===== config.mk =====
export PLATFORM = sky130hd
export DESIGN_NAME = intersection_ctrl_n
export DESIGN_NICKNAME = d
export VERILOG_FILES = /design/src/rtl/intersection_ctrl_n.sv
export SDC_FILE = /design/constraint.sdc
export NUM_CORES = 1
export LEC_CHECK = 0
export ABC_AREA = 1
export CORE_MARGIN = 10
export CORE_UTILIZATION = 62
export DETAILED_ROUTE_END_ITERATION = 7
export PLACE_DENSITY_LB_ADDON = 0.08
export SLEW_MARGIN = 10
export SYNTH_ARGS = -nofsm -noshare
export SYNTH_HDL_FRONTEND = slang
export SYNTH_SLANG_ARGS = --single-unit

===== constraint.sdc =====
create_clock -name clk -period 2.2 [get_ports clk]
set_clock_uncertainty 0.2 [all_clocks]
set_input_delay 0.44 -clock clk [delete_from_list [all_inputs] [get_ports clk]]
set_output_delay 0.44 -clock clk [all_outputs]
set_load 0.02 [all_outputs]

===== src/rtl/intersection_ctrl_n.sv =====
// rtl/intersection_ctrl_n.sv - multi-intersection traffic light controller with VIP preemption
module intersection_ctrl_n #(
    parameter int NUM_X     = 2,
    parameter int TW        = 16,
    parameter int GREEN_T   = 40,
    parameter int YELLOW_T  = 5,
    parameter int LEFT_T    = 10,
    parameter int WALK_T    = 30,
    parameter int BLINK_T   = 10,
    parameter int BLINK_DIV = 2,
    parameter int ALL_RED_T = 3,
    parameter int OFFSET_T  = 8,
    parameter int VIP_EXCL  = 1
) (
    input  logic                 clk,
    input  logic                 rst_n,
    input  logic                 start,
    input  logic [NUM_X-1:0]     vip_req,
    output logic [4*NUM_X-1:0]   car_traffic,
    output logic [2*NUM_X-1:0]   walk_traffic,
    output logic [NUM_X-1:0]     vip_grant
);

    typedef enum logic [2:0] {
        S_IDLE, S_ALL_RED, S_GREEN, S_YELLOW, S_LEFT, S_WALK, S_BLINK, S_VIP_G
    } state_t;

    // Counter reload values: a state lasting T cycles loads T-1 and exits at 0
    localparam logic [TW-1:0] ALL_RED_L = TW'(ALL_RED_T - 1);
    localparam logic [TW-1:0] GREEN_L   = TW'(GREEN_T - 1);
    localparam logic [TW-1:0] YELLOW_L  = TW'(YELLOW_T - 1);
    localparam logic [TW-1:0] LEFT_L    = (LEFT_T > 0) ? TW'(LEFT_T - 1) : '0;
    localparam logic [TW-1:0] WALK_L    = TW'(WALK_T - 1);
    localparam logic [TW-1:0] BLINK_L   = TW'(BLINK_T - 1);
    localparam logic [TW-1:0] BDIV_L    = TW'(BLINK_DIV - 1);

    state_t          state     [NUM_X];
    state_t          state_nxt [NUM_X];
    logic [TW-1:0]   cnt       [NUM_X];
    logic [TW-1:0]   cnt_nxt   [NUM_X];
    logic [TW-1:0]   bdiv      [NUM_X];
    logic [TW-1:0]   bdiv_nxt  [NUM_X];
    logic            blink     [NUM_X];
    logic            blink_nxt [NUM_X];
    logic [NUM_X-1:0] grant_nxt;

    function automatic logic [3:0] car_lamp(input state_t s);
        case (s)
            S_GREEN, S_VIP_G: car_lamp = 4'b0001;
            S_YELLOW:         car_lamp = 4'b0100;
            S_LEFT:           car_lamp = 4'b1010;
            default:          car_lamp = 4'b1000;
        endcase
    endfunction

    function automatic logic [1:0] walk_lamp(input state_t s, input logic b);
        case (s)
            S_WALK:  walk_lamp = 2'b01;
            S_BLINK: walk_lamp = {1'b0, b};
            default: walk_lamp = 2'b10;
        endcase
    endfunction

    // Grant arbitration: pass-through, or sticky holder with lowest-index pick when free
    always_comb begin
        grant_nxt = '0;
        if (start) begin
            if (VIP_EXCL == 0)
                grant_nxt = vip_req;
            else if ((vip_grant & vip_req) != '0)
                grant_nxt = vip_grant;
            else
                grant_nxt = vip_req & (~vip_req + NUM_X'(1));
        end
    end

    // Per-intersection next-state, counter and blink logic
    always_comb begin
        for (int i = 0; i < NUM_X; i++) begin
            state_nxt[i] = state[i];
            cnt_nxt[i]   = cnt[i];
            bdiv_nxt[i]  = bdiv[i];
            blink_nxt[i] = blink[i];
            if (!start) begin
                state_nxt[i] = S_IDLE;
                cnt_nxt[i]   = '0;
                bdiv_nxt[i]  = '0;
                blink_nxt[i] = 1'b0;
            end else begin
                case (state[i])
                    S_IDLE: begin
                        state_nxt[i] = S_ALL_RED;
                        cnt_nxt[i]   = ALL_RED_L + TW'(i * OFFSET_T);
                    end
                    S_ALL_RED: begin
                        if (cnt[i] == '0) begin
                            if (vip_grant[i]) begin
                                state_nxt[i] = S_VIP_G;
                            end else begin
                                state_nxt[i] = S_GREEN;
                                cnt_nxt[i]   = GREEN_L;
                            end
                        end else begin
                            cnt_nxt[i] = cnt[i] - TW'(1);
                        end
                    end
                    S_GREEN: begin
                        if (vip_grant[i]) begin
                            state_nxt[i] = S_VIP_G;
                        end else if (cnt[i] == '0) begin
                            state_nxt[i] = S_YELLOW;
                            cnt_nxt[i]   = YELLOW_L;
                        end else begin
                            cnt_nxt[i] = cnt[i] - TW'(1);
                        end
                    end
                    S_VIP_G: begin
                        if (!vip_grant[i]) begin
                            state_nxt[i] = S_YELLOW;
                            cnt_nxt[i]   = YELLOW_L;
                        end
                    end
                    S_YELLOW: begin
                        if (cnt[i] == '0) begin
                            if (vip_grant[i]) begin
                                state_nxt[i] = S_ALL_RED;
                                cnt_nxt[i]   = ALL_RED_L;
                            end else if (LEFT_T > 0) begin
                                state_nxt[i] = S_LEFT;
                                cnt_nxt[i]   = LEFT_L;
                            end else begin
                                state_nxt[i] = S_WALK;
                                cnt_nxt[i]   = WALK_L;
                            end
                        end else begin
                            cnt_nxt[i] = cnt[i] - TW'(1);
                        end
                    end
                    S_LEFT: begin
                        if (vip_grant[i]) begin
                            state_nxt[i] = S_ALL_RED;
                            cnt_nxt[i]   = ALL_RED_L;
                        end else if (cnt[i] == '0) begin
                            state_nxt[i] = S_WALK;
                            cnt_nxt[i]   = WALK_L;
                        end else begin
                            cnt_nxt[i] = cnt[i] - TW'(1);
                        end
                    end
                    S_WALK: begin
                        if (vip_grant[i] || cnt[i] == '0) begin
                            state_nxt[i] = S_BLINK;
                            cnt_nxt[i]   = BLINK_L;
                            bdiv_nxt[i]  = BDIV_L;
                            blink_nxt[i] = 1'b1;
                        end else begin
                            cnt_nxt[i] = cnt[i] - TW'(1);
                        end
                    end
                    S_BLINK: begin
                        if (cnt[i] == '0) begin
                            state_nxt[i] = S_ALL_RED;
                            cnt_nxt[i]   = ALL_RED_L;
                            blink_nxt[i] = 1'b0;
                        end else begin
                            cnt_nxt[i] = cnt[i] - TW'(1);
                            if (bdiv[i] == '0) begin
                                blink_nxt[i] = ~blink[i];
                                bdiv_nxt[i]  = BDIV_L;
                            end else begin
                                bdiv_nxt[i] = bdiv[i] - TW'(1);
                            end
                        end
                    end
                    default: begin
                        state_nxt[i] = S_IDLE;
                        cnt_nxt[i]   = '0;
                    end
                endcase
            end
        end
    end

    // State, counters, grant and lamps registered together; lamps decode the next state
    always_ff @(posedge clk or negedge rst_n) begin
        if (!rst_n) begin
            vip_grant <= '0;
            for (int i = 0; i < NUM_X; i++) begin
                state[i]                <= S_IDLE;
                cnt[i]                  <= '0;
                bdiv[i]                 <= '0;
                blink[i]                <= 1'b0;
                car_traffic[4*i +: 4]   <= 4'b1000;
                walk_traffic[2*i +: 2]  <= 2'b10;
            end
        end else begin
            vip_grant <= grant_nxt;
            for (int i = 0; i < NUM_X; i++) begin
                state[i]                <= state_nxt[i];
                cnt[i]                  <= cnt_nxt[i];
                bdiv[i]                 <= bdiv_nxt[i];
                blink[i]                <= blink_nxt[i];
                car_traffic[4*i +: 4]   <= car_lamp(state_nxt[i]);
                walk_traffic[2*i +: 2]  <= walk_lamp(state_nxt[i], blink_nxt[i]);
            end
        end
    end

endmodule


==> impl_metrics.yaml <==
run_status:
  run_status: "complete, no violations"
logic_synthesis:
  avgSynthCellArea_um2: 6.850
  synthCells: 853
  synth_edf_count: 0
  ys_seq_elements: 86
  synth_fp_nets: 862
  synth.distinct_cells: 42
  synth_ff_type: "dfrtp_1"
  yosys_warnings: 0
  async_flop_share: 1.000
  netlist_area_mm2: 0.005843
  ys_seq_area_frac: 0.3692
timing:
  rsz0062_at_grt: "yes"
  max_slew_margin: 0.7592
  max_slew.worst_pin.slew_ns: 0.3574
  hold_viol: 0
  drv_slew: 0
  period_minus_slack_ns: 2.150
  max_freq_mhz: 465.0
  post-route-period-util: 0.9775
  setup_violations: 0
  hold_ws_ns: 0.2959
  tns_ns: 0
  timing.final.ws_setup_ns: 0.04954
drt:
  drt-total-wl_um: 15010
  drtAntennaViolNets: 0
  drc: 0
  drtPass1Iterations: 7
  drtIter0Drc: 569
  drt-vias-per-instance: 5.588
  wire_per_inst_um: 14.42
  vias: 5817
critical_path:
  reg2reg_depth: 13
  critPathKind: "reg -> out"
  cp.arrival_ns: 1.51
  critPathLaunchType: "flop"
  worst-path-buf-inv: 1
  crit_fanout: 1
  cpPeakStageDelay_ns: 0.60
  rrSetupSlack_ns: 0.07
  required_ns: 1.56
  crit_cells: 1
  crit_chain: "clkdlybuf4s50_1"
  cp-end-kind: "output port"
  cp_slowest_cell: "clkdlybuf4s50_1"
  cp_top_family: "buffers and inverters"
min_path:
  hp-class: "in -> async"
cts:
  cts-buffers-inserted: 9
  cts_tree: "done"
  htree_num_levels: 3
  cts_root_buf: "clkbuf_8"
  clk_latency_ns: 0.38
  path_clk_slew_ns: 0.10
  cts_buffer_depth: 2
  clock-sinks: 86
placement:
  post-place-cells: 1016
  place_ws_ns: -0.01579
  dpl.hpwl_um: 11130
  dpl_cell_area_mm2: 0.006426
  port_buffers: 18
  gp_congestion: 0.9718
power_and_ir_drop:
  power.density_mw_per_mm2: 1563
  finalPower_mw: 10.68
  leakagePower_nw: 3.732
  ir_drop_mv: 1.148
floorplan:
  ioPinCount: 19
  die_area_mm2: 0.01371
  die_w_um: 117.1
  core-area_mm2: 0.009196
  rows: 35
  die_h_um: 117.1
  initial_core_util: 0.6354
cells_and_area:
  syn_to_final_growth_pct: 16.98
  nNetsFinal: 934
  antenna-diode-count: 0
  n_fill_cell: 741
  stdcell_count: 1041
  design_area_mm2: 0.006835
  drive_gt1_frac: 0.1796
  final_util: 0.7433
global_route:
  grt_overflow: 0
  grt_start_max_net_pins: 40
  antenna_found_initial: 0
  track_usage: 0.2249
  grt_pass1_wl_um: 25150
  grt_pass1_vias: 5513
flow_run:
  cap_violations: 0
layout by cell type, fill, tap and decap left out, types with 7 or more instances in the layout:
cell             instances
nand2_1                205
dfrtp_1                 80
o21ai_0                 40
clkbuf_8                10
nand2_2                 14
o21ai_1                  7
clkdlybuf4s50_1         16
nor2_1                 139
inv_2                   18
buf_4                   46
inv_1                  105
nor2_2                  14
a21oi_1                 27
nand4_1                 15
nor3_1                  19
nor2_4                  13
xor2_1                  14
nand3_1                 64
state kept, by name, indices dropped and copies added, names as in the netlist:
name and cells:
vip_grant 2, state 6, blink 2, walk_traffic 4
bdiv 32, car_traffic 8, cnt 32
cell usage after synthesis, types with 2 or more instances:
cell      number  area [um^2]
o21bai_1       6        45.04
nor2_1       147        551.8
a31oi_1        2        12.51
ha_1           4        50.05
nand3_1       65        325.3
a21oi_1       28        140.1
nor4_1         3        18.77
nand4_1       15        93.84
nand2_2       13        81.33
nor3b_2        3        37.54
nand3_2        3        30.03
nor2_2        10        62.56
o21ai_1        6        30.03
o31ai_1        6        45.04
nor2_4         9        101.4
o211ai_1       5        37.54
nor3_1        20        100.1
xor2_1        14        122.6
dfstp_2        4        105.1
nand3_4        3        52.55
buf_2          2        10.01
o21ai_0       41        205.2
nand2_4        5        56.30
inv_1        109        409.1
nand2_1      207        777.0
or2_2          4        25.02
clkinv_1       2        7.510
inv_2         15        56.30
a21oi_2        2        17.52
nand3b_1       3        22.52
buf_6          5        56.30
dfrtp_1       82         2052
power by group:
group	switching, mW	internal [mW]
registers	0.356	1.94
clock network	0.660	0.575
logic	4.43	2.72
metal layers:
metal | up-vias | global-route usage | routed length [um] | share of wire
met3 | 28 | 0.03262 | 864 | 0.058
met4 | 0 | 0.08484 | 300 | 0.020
met2 | 201 | 0.3731 | 7298 | 0.49
met5 | - | 0 | 0 | 0
met1 | 2733 | 0.2907 | 6546 | 0.44
li1 | 2855 | - | - | -
cell families (layout without fill, tap and decap cells):
family	count (synthesis)	count (layout)	synth area share
and+or+nand+nor	512	512	0.4049
DFF	86	86	0.3692
xor gates and xnor gates	14	14	0.02099
AOI/OAI and AO/OA	100	100	0.09893
adders and majority gates	4	4	0.008566
buffers and inverters	137	214	0.09743
area by class of cell:
cell class | count | area [um^2] | share of cell area
multi-input cells | 630 | 3198 | 0.4679
clock buffers | 10 | 137.6 | 0.02014
well taps | 111 | 138.9 | 0.02032
repair buffers | 72 | 653.1 | 0.09555
clock inverters | 6 | 72.57 | 0.01062
flip-flops and latches | 86 | 2160 | 0.3159
inverters | 126 | 475.5 | 0.06956
worst paths after layout:
path / start / to
worst max-delay path: car_traffic[3] / car_traffic[3]
worst min-delay path: rst_n / cnt[9]
worst max register to register: cnt[17] / bdiv[21]
worst min register to register: bdiv[17] / bdiv[17]
max in group asynchronous: rst_n / car_traffic[3]
min in group clk: bdiv[17] / bdiv[17]
timing repair:
action / 4_1_cts / 5_1_grt
gates resized for setup: 3 / 32
buffers inserted: 0 / 8
setup endpoints to repair: 3 / 61
endpoints found under the hold margin: 20 / 0
pin swaps: 0 / 8
hold buffers: 1 / 0
No activity file was read; power rests on OpenSTA's default activity.
